===== src/rtl/rs_decode_sequencer.sv =====
// rs_decode_sequencer: top-level controller for the RS(204,188) t=8 decoder.
// Moves one codeword at a time through syndrome, key-equation solver, Chien search,
// error magnitude and correction. Each stage's start is gated and results are
// cross-checked between stages. Uncorrectable codewords are flagged and
// per-stream statistics are kept.
module rs_decode_sequencer #(
    parameter int unsigned FORNEY_LAT = 12,
    parameter int unsigned TIMEOUT    = 512,
    parameter int unsigned T_MAX      = 8
) (
    input  logic        Clk,
    input  logic        Rst_n,
    input  logic        cw_valid,
    output logic        cw_ready,
    output logic        synd_start,
    input  logic        synd_done,
    input  logic        synd_zero,
    output logic        kes_start,
    input  logic        kes_done,
    input  logic [3:0]  kes_deg,
    output logic        chien_start,
    input  logic        chien_done,
    input  logic [3:0]  chien_roots,
    output logic        em_start,
    output logic        em_load,
    output logic        corr_start,
    output logic        corr_bypass,
    input  logic        corr_done,
    output logic        cw_done,
    output logic [3:0]  err_count,
    output logic        uncorrectable,
    output logic        timeout,
    output logic        busy,
    output logic [15:0] cw_cnt,
    output logic [15:0] fail_cnt
);

    // One counter serves as both the watchdog and the FORNEY latency timer.
    // It is cleared on every state change, so the two uses never overlap.
    localparam int unsigned CW = $clog2(TIMEOUT + FORNEY_LAT);
    localparam logic [CW-1:0] WD_LAST = CW'(TIMEOUT - 1);
    localparam logic [CW-1:0] FL_LAST = CW'(FORNEY_LAT - 1);
    localparam logic [3:0]    TMAX4   = 4'(T_MAX);

    typedef enum logic [2:0] {
        S_IDLE, S_SYND, S_KES, S_CHIEN, S_FORNEY, S_FAIL, S_CORR, S_DONE
    } state_t;

    state_t        state, state_nxt;
    logic [CW-1:0] cnt;
    logic          cnt_en, wd_exp;
    logic [3:0]    deg_r;
    logic [3:0]    pend_err;
    logic          fail_r, tout_r, byp_r;

    logic          accept, ld_deg, set_tout, set_pend, set_byp, byp_val;
    logic [3:0]    pend_val;
    logic          finish, fin_to, fin_fail;

    assign cnt_en = (state == S_SYND) || (state == S_KES) || (state == S_CHIEN) ||
                    (state == S_CORR) || (state == S_FORNEY);
    assign wd_exp = (cnt == WD_LAST);

    assign cw_ready    = accept;
    assign synd_start  = (state == S_SYND);
    assign kes_start   = (state == S_KES);
    assign chien_start = (state == S_CHIEN);
    assign em_start    = (state == S_FORNEY);
    assign em_load     = (state == S_FORNEY) && (cnt == FL_LAST);
    assign corr_start  = (state == S_CORR);
    assign corr_bypass = (state == S_CORR) && byp_r;
    assign cw_done     = (state == S_DONE);
    assign busy        = (state != S_IDLE);

    // Next-state decode and per-cycle update strobes; a done input beats the watchdog.
    always_comb begin
        state_nxt = state;
        accept    = 1'b0;
        ld_deg    = 1'b0;
        set_tout  = 1'b0;
        set_pend  = 1'b0;
        pend_val  = '0;
        set_byp   = 1'b0;
        byp_val   = 1'b0;
        finish    = 1'b0;
        fin_to    = 1'b0;
        fin_fail  = 1'b0;
        case (state)
            S_IDLE: begin
                if (cw_valid) begin
                    accept    = 1'b1;
                    state_nxt = S_SYND;
                end
            end
            S_SYND: begin
                if (synd_done) begin
                    if (synd_zero) begin
                        set_pend  = 1'b1;
                        set_byp   = 1'b1;
                        byp_val   = 1'b1;
                        state_nxt = S_CORR;
                    end else begin
                        state_nxt = S_KES;
                    end
                end else if (wd_exp) begin
                    set_tout  = 1'b1;
                    state_nxt = S_FAIL;
                end
            end
            S_KES: begin
                if (kes_done) begin
                    if ((kes_deg == '0) || (kes_deg > TMAX4)) begin
                        state_nxt = S_FAIL;
                    end else begin
                        ld_deg    = 1'b1;
                        state_nxt = S_CHIEN;
                    end
                end else if (wd_exp) begin
                    set_tout  = 1'b1;
                    state_nxt = S_FAIL;
                end
            end
            S_CHIEN: begin
                if (chien_done) begin
                    state_nxt = (chien_roots != deg_r) ? S_FAIL : S_FORNEY;
                end else if (wd_exp) begin
                    set_tout  = 1'b1;
                    state_nxt = S_FAIL;
                end
            end
            S_FORNEY: begin
                if (cnt == FL_LAST) begin
                    set_pend  = 1'b1;
                    pend_val  = deg_r;
                    set_byp   = 1'b1;
                    byp_val   = 1'b0;
                    state_nxt = S_CORR;
                end
            end
            S_FAIL: begin
                set_byp   = 1'b1;
                byp_val   = 1'b1;
                state_nxt = S_CORR;
            end
            S_CORR: begin
                if (corr_done) begin
                    finish    = 1'b1;
                    state_nxt = S_DONE;
                end else if (wd_exp) begin
                    finish    = 1'b1;
                    fin_to    = 1'b1;
                    state_nxt = S_DONE;
                end
                fin_fail = fail_r | fin_to;
            end
            S_DONE: begin
                state_nxt = S_IDLE;
            end
            default: state_nxt = S_IDLE;
        endcase
    end

    // State, counter, per-codeword context and result/statistics registers.
    always_ff @(posedge Clk) begin
        if (!Rst_n) begin
            state         <= S_IDLE;
            cnt           <= '0;
            deg_r         <= '0;
            pend_err      <= '0;
            fail_r        <= 1'b0;
            tout_r        <= 1'b0;
            byp_r         <= 1'b0;
            err_count     <= '0;
            uncorrectable <= 1'b0;
            timeout       <= 1'b0;
            cw_cnt        <= '0;
            fail_cnt      <= '0;
        end else begin
            state <= state_nxt;
            if (state_nxt != state) begin
                cnt <= '0;
            end else if (cnt_en) begin
                cnt <= cnt + 1'b1;
            end
            if (accept) begin
                fail_r   <= 1'b0;
                tout_r   <= 1'b0;
                pend_err <= '0;
            end
            if (state == S_FAIL) fail_r <= 1'b1;
            if (set_tout) tout_r <= 1'b1;
            if (ld_deg) deg_r <= kes_deg;
            if (set_pend) pend_err <= pend_val;
            if (set_byp) byp_r <= byp_val;
            if (finish) begin
                uncorrectable <= fin_fail;
                timeout       <= tout_r | fin_to;
                err_count     <= fin_fail ? 4'd0 : pend_err;
                cw_cnt        <= cw_cnt + 16'd1;
                if (fin_fail && (fail_cnt != 16'hFFFF)) fail_cnt <= fail_cnt + 16'd1;
            end
        end
    end

endmodule


===== config.mk =====
export PLATFORM = sky130hd
export DESIGN_NAME = rs_decode_sequencer
export DESIGN_NICKNAME = d
export VERILOG_FILES = /design/src/rtl/rs_decode_sequencer.sv
export SDC_FILE = /design/constraint.sdc
export NUM_CORES = 1
export LEC_CHECK = 0
export ABC_AREA = 1
export CORE_ASPECT_RATIO = 2
export CORE_MARGIN = 2
export CORE_UTILIZATION = 40
export CTS_CLUSTER_DIAMETER = 40
export CTS_CLUSTER_SIZE = 40
export DETAILED_ROUTE_END_ITERATION = 7
export PLACE_DENSITY = 0.75
export SKIP_CTS_REPAIR_TIMING = 1
export SLEW_MARGIN = 20
export SYNTH_ARGS = -nofsm -noshare
export SYNTH_HDL_FRONTEND = slang
export SYNTH_SLANG_ARGS = --single-unit

===== constraint.sdc =====
create_clock -name Clk -period 2.3 [get_ports Clk]
set_input_delay 0.46 -clock Clk [delete_from_list [all_inputs] [get_ports Clk]]
set_output_delay 0.46 -clock Clk [all_outputs]
set_load 0.005 [all_outputs]

==> impl_metrics.toml, run 1 <==
[detailed_routing]
wl_per_cell_um = 13.3
firstDrtPassIters = 4
via_count = 3406
drt_iter0_markers = 245
remaining_drc_errors = 0
antenna_left = 0
viasPerCell = 5.15
drt_wl_total_mm = 8.80

[yosys]
yosysUniqueCellTypes = 37
ys_ff_latch = 62
avgSynthCellArea_um2 = 6.89
synthCells = 489
synth_top_cell_area_share_pct = 36.8
synth_top_area_cell = "dfxtp_1"
synthTopCellsByCount = "118 x nand2_1, 67 x nor2_1, 62 x dfxtp_1"
synth_warnings = 0
synth_enable_flop_cells = 0
synth.cell_area_um2 = 3370
synthArstFlopShare_pct = 0
synth.area.top_cells = "dfxtp_1 37%, nand2_1 13%, nor2_1 7.5%, inv_1 6.2%, a21oi_1 5.1%"
synth_ff_type = "dfxtp_1"
synth.most_common_cell = "nand2_1"
syn_nets = 508
yosysSeqAreaShare_pct = 36.8

[timing]
fin_crit_ns = 2.20
finalSetupViolCount = 0
relSlewSlack_pct = 57.5
layout_setup_ws_ns = 0.0996
fin_crit_sh_pct = 95.7
hold_viol = 0
fin_setup_tns_ns = 0
rsz0062_at_grt = "true"
tightest_slew_ns = 0.632
report.final.slew_viol_count = 0
max_freq_ghz = 0.454
fin_skew_ns = 0.00614

[global_route]
grt_pass1_vias = 3333
gr-total-overflow = 0
antenna_found_initial = 0
grt_use_total_pct = 20.9
grt_pass1_wl_mm = 14.6
grt_max_degree = 33

[clocking]
clock_sinks = 62
clockBufferDepth = 2
clk_pin_slew_ns = 0.05
cts-root-buf = "clkbuf_16"
cts.htree.levels = 3
numCtsBuffers = 9
cts_tree = "done"
clk_latency_ns = 0.33

[final_layout]
nNetsFinal = 579
layout-drive-gt1-share_pct = 11.9
area_delta_synth_final_pct = 32.8
fillers = 820
finalInstanceArea_um2 = 4470
final_util_pct = 54.3
antenna_cells = 0

[setup_path]
path_max_fanout = 8
cpMaxStageDelayCell = "clkdlybuf4s50_1"
crit_arrival_ns = 1.74
critical_path.max_stage_delay_ns = 0.53
crit_buf_inv = 2
worstSetupPathType = "flip-flop to primary output"
worstPathCellList = "nand2_4 -> nor2_4 -> inv_1 -> nor2_1 -> clkdlybuf4s50_1"
crit_family = "buffers and inverters"
endpoint_kind = "primary output"
cp.required_ns = 1.84
startpoint_type = "flip-flop"

[die]
placementRows = 47
core-area_um2 = 8230
ios = 64
die_w_um = 68.9
dieHeight_um = 134
initial_core_util_pct = 40.9
dieArea_um2 = 9210

[worst_hold_path]
hold_class = "flip-flop to flip-flop"

[power_and_ir_drop]
power_density_nw_per_um2 = 628
leakagePower_nw = 1.76
ir_drop_mv = 0.352

[placed_design]
placement.io_buffers = 63
gp_congestion = 0.886
place_ws_ns = 0.150
place_area_um2 = 4120
dp.final_hpwl_mm = 6.82

[run]
cap_violations = 0

[outcome]
status = "finished clean"
layout by cell type (no fill, tap or decap), types with 10 or more instances in the layout:
| master | synthesis | routed |
|---|---|---|
| o21ai_0 | 16 | 16 |
| nor2_1 | 67 | 66 |
| clkdlybuf4s50_1 | 0 | 62 |
| nand2_1 | 118 | 118 |
| nand4_1 | 10 | 10 |
| xor2_1 | 14 | 14 |
| a21oi_1 | 34 | 34 |
| inv_1 | 56 | 56 |
| nand2_2 | 11 | 11 |
| dfxtp_1 | 62 | 60 |
| nand3_1 | 30 | 30 |
layer usage:
layer	global-route usage (%)	vias to the layer above	share of wire, %
met5	0	-	0
met4	11.7	0	3.8
met3	4.78	27	4.4
met2	38.9	90	57
met1	19.5	1584	35
li1	-	1705	-
report_power, final:
| part | switching (W) | internal, W | total, W |
|---|---|---|---|
| combinational | 0.000134 | 0.000103 | 0.000237 |
| sequential | 0.0000205 | 0.00109 | 0.00111 |
| clock | 0.000464 | 0.000996 | 0.00146 |
| total | 0.000619 | 0.00219 | 0.00281 |
kinds of logic after synthesis:
kind of cell | share of synthesized area (%)
AND/OR/NAND/NOR | 35.8
buffers and inverters | 8.40
AO/OA/AOI/OAI | 11.6
flip-flops | 36.8
XOR/XNOR | 5.98
adder cells (fa/ha/maj) | 1.11
multiplexers | 0.297
worst reg2reg max path, stage by stage, from the launching register on:
cell and delay (ns):
dfxtp_1 0.37, ha_1 0.18, inv_1 0.10, nor2_4 0.15, nand3_4 0.12, nand2_2 0.11
nand2_4 0.12, nor2_2 0.23, nand2_2 0.13, nor2_4 0.15, nand3_1 0.09, nand2_1 0.06
nor2_1 0.04
final timing paths:
check / from / to / slack (ns) / depth (start not counted)
min reg2reg: pend_err[0] / err_count[0] / 0.46 / 2
max: state[2] / corr_bypass / 0.1 / 5
max reg2reg: cnt[0] / cw_cnt[13] / 0.35 / 12
min: pend_err[0] / err_count[0] / 0.46 / 2
registers in the layout, summed over array words and instances (netlist names):
signal         count
fail_r             1
cnt               10
byp_r              1
uncorrectable      1
timeout            1
deg_r              4
fail_cnt          16
err_count          4
pend_err           4
tout_r             1
cw_cnt            16
state              3
layout make-up:
class,instances,area (um^2),area share (%)
Timing Repair Buffer,70,698,15.6
Clock inverter,4,70.1,1.57
Inverter,60,228,5.09
Sequential cell,62,1240,27.8
Clock buffer,11,253,5.65
Multi-Input combinational cell,357,1860,41.5
Tap cell,98,123,2.74
per-stage QoR:
step	cells	hold WS [ns]	total power (W)
finish	662	0.463	0.00281
global route	662	0.491	0.00290
CTS	661	0.468	0.00282
detailed placement	646	0.461	0.00136
global placement	646	0.450	0.00136
floorplan	489	0.436	0.00127
Note: power is estimated with default switching activity, not from simulation.
==> run 2: changes to the inputs <==
- ABC_AREA: 1 -> not set
- PLACE_DENSITY: 0.75 -> 0.76
==> run 2 against run 1 <==
Net effect: sequential share of layout area rose by 0.54 points; via count fell by 7.2%; critical path depth did not move; fmax fell by 1.2%; highest routed layer unchanged.
==> impl_metrics.toml, run 2 <==
[timing]
finalSetupViolCount = 0
rsz0062_at_grt = "false"
fin_skew_ns = 0.00464
max_freq_ghz = 0.449
tightest_slew_ns = 0.588
relSlewSlack_pct = 60.8
hold_viol = 0
report.final.slew_viol_count = 0
fin_crit_ns = 2.23
fin_crit_sh_pct = 96.8
hold_slack_ns = 0.471
layout_setup_ws_ns = 0.0739

[die]
initial_core_util_pct = 40.5
dieArea_um2 = 8700
core-area_um2 = 7830
die_w_um = 67.0
placementRows = 46
ios = 64
dieHeight_um = 130

[yosys]
yosysUniqueCellTypes = 54
avgSynthCellArea_um2 = 8.39
synth_warnings = 0
synth_ff_type = "dfxtp_1"
synth.area.top_cells = "dfxtp_1 39%, xnor2_1 5.5%, nor2_1 5.2%, nand2_1 3.3%, a21oi_1 3.2%"
synth.most_common_cell = "dfxtp_1"
syn_nets = 397
synthArstFlopShare_pct = 0
synth.cell_area_um2 = 3170
synthTopCellsByCount = "62 x dfxtp_1, 44 x nor2_1, 28 x nand2_1"
ys_ff_latch = 62
synth_top_area_cell = "dfxtp_1"
yosysSeqAreaShare_pct = 39.1
synth_enable_flop_cells = 0
synthCells = 378
synth_top_cell_area_share_pct = 39.1

[detailed_routing]
wl_per_cell_um = 14.4
drt_iter0_markers = 177
remaining_drc_errors = 0
firstDrtPassIters = 4
viasPerCell = 5.60
drt_wl_total_mm = 8.13
antenna_left = 0
via_count = 3160

[clocking]
clk_latency_ns = 0.32
clockBufferDepth = 2
cts_tree = "done"
clock_sinks = 62
clk_pin_slew_ns = 0.05
cts.htree.levels = 3
numCtsBuffers = 9
cts-root-buf = "clkbuf_16"

[run]
cap_violations = 0

[power_and_ir_drop]
power_density_nw_per_um2 = 586
leakagePower_nw = 1.60
ir_drop_mv = 0.519
power.total_w = 0.00258

[setup_path]
crit_arrival_ns = 1.77
cp.required_ns = 1.84
worst-r2r-setup-slack_ns = 0.23
worstSetupPathType = "flip-flop to primary output"
startpoint_type = "flip-flop"
critical_path.max_stage_delay_ns = 0.50
worstPathCellList = "buf_4 -> nand3b_1 -> inv_2 -> and2_1 -> clkdlybuf4s50_1"
cpMaxStageDelayCell = "clkdlybuf4s50_1"
regToRegStartpoint = "cnt[0]"
endpoint_kind = "primary output"
rr_worst_depth = 6
r2r_end = "fail_cnt[15]"
path_max_fanout = 7
critPathLaunch = "state[0]"

[global_route]
grt_pass1_wl_mm = 13.6
antenna_found_initial = 0
gr-total-overflow = 0
grt_pass1_vias = 2997
grt_use_total_pct = 19.9
grt_max_degree = 29

[worst_hold_path]
hold_class = "flip-flop to flip-flop"
hold_path_end = "cw_cnt[15]"
holdCritStartpoint = "cw_cnt[15]"
min_path_cells = 2

[final_layout]
nNetsFinal = 483
finalInstanceArea_um2 = 4400
layout-drive-gt1-share_pct = 13.0
largest_registers = "cw_cnt: 16 flops, fail_cnt: 16 flops, cnt: 10 flops"
antenna_cells = 0
layout_commonest_cell = "clkdlybuf4s50_1"
final_util_pct = 56.2
layout_common_cells = "62 x clkdlybuf4s50_1, 57 x dfxtp_1, 43 x nor2_1"
area_delta_synth_final_pct = 38.7

[placed_design]
dp.final_hpwl_mm = 5.74
place_ws_ns = -0.118
gp_congestion = 0.815
placement.io_buffers = 63
place_area_um2 = 4070

[outcome]
status = "finished clean"
## run 2: changes by cell type in the layout (fill, tap and decap cells not counted), moves of 14 or more
| cell | previous run | this run |
|---|---|---|
| nand2_1 | 118 | 28 |
| nor2_1 | 66 | 43 |
| buf_4 | 6 | 29 |
| inv_1 | 56 | 9 |
| nor4_1 | 2 | 16 |
| a21oi_1 | 34 | 20 |
## run 2: final cells by class
type                    count  area [um^2]
clock buffers              15          288
fillers                   728         3430
inverters                  10         37.5
multi-input cells         289         1860
flip-flops and latches     62         1250
well taps                  96          120
repair buffers             92          851
## run 2: cells by family (layout without fill, tap and decap cells)
kind of cell	count (synthesis)	count (layout)	synth area share, %
XOR/XNOR	25	25	6.90
AO/OA/AOI/OAI	69	69	15.5
buffers and inverters	27	117	3.39
flip-flops	62	62	39.1
multiplexers	11	11	3.51
adder cells (fa/ha/maj)	3	3	1.18
AND/OR/NAND/NOR	181	181	30.4
## run 2: worst max-delay path by stage
stage | endpoint | slack [ns] | depth (start not counted)
floorplan | fail_cnt[15] | 0.37 | 6
global placement | fail_cnt[15] | -0.07 | 5
detailed placement | fail_cnt[15] | -0.12 | 5
CTS | em_load | -0.11 | 4
global route | kes_start | 0.005 | 3
finish | corr_bypass | 0.07 | 5
## run 2: metrics by stage
step	instances	TNS, ns
floorplan	378	0
global placement	549	-0.275
detailed placement	549	-0.740
CTS	564	-0.120
global route	564	0
finish	564	0
## run 2: layer usage
metal / global-route usage, % / part of all wire [%] / wire length, um / up-vias
li1: - / - / - / 1568
met1: 25.8 / 45 / 3640 / 1485
met2: 31.2 / 48 / 3920 / 96
met3: 4.22 / 5.2 / 423 / 11
met4: 9.36 / 1.8 / 146 / 0
met5: 0 / 0 / 0 / -
## run 2: power breakdown
group | leakage, nW | internal [W] | switching, W
sequential | 0.502 | 0.00108 | 0.00000801
combinational | 0.958 | 0.0000983 | 0.000113
clock | 0.142 | 0.000840 | 0.000437
total | 1.60 | 0.00202 | 0.000558
## run 2: worst max-delay path: cells and delay by family (launching register included)
family                 cells  cell delay, ns
flip-flops                 1            0.32
AND/OR/NAND/NOR            2            0.34
buffers and inverters      3            0.78
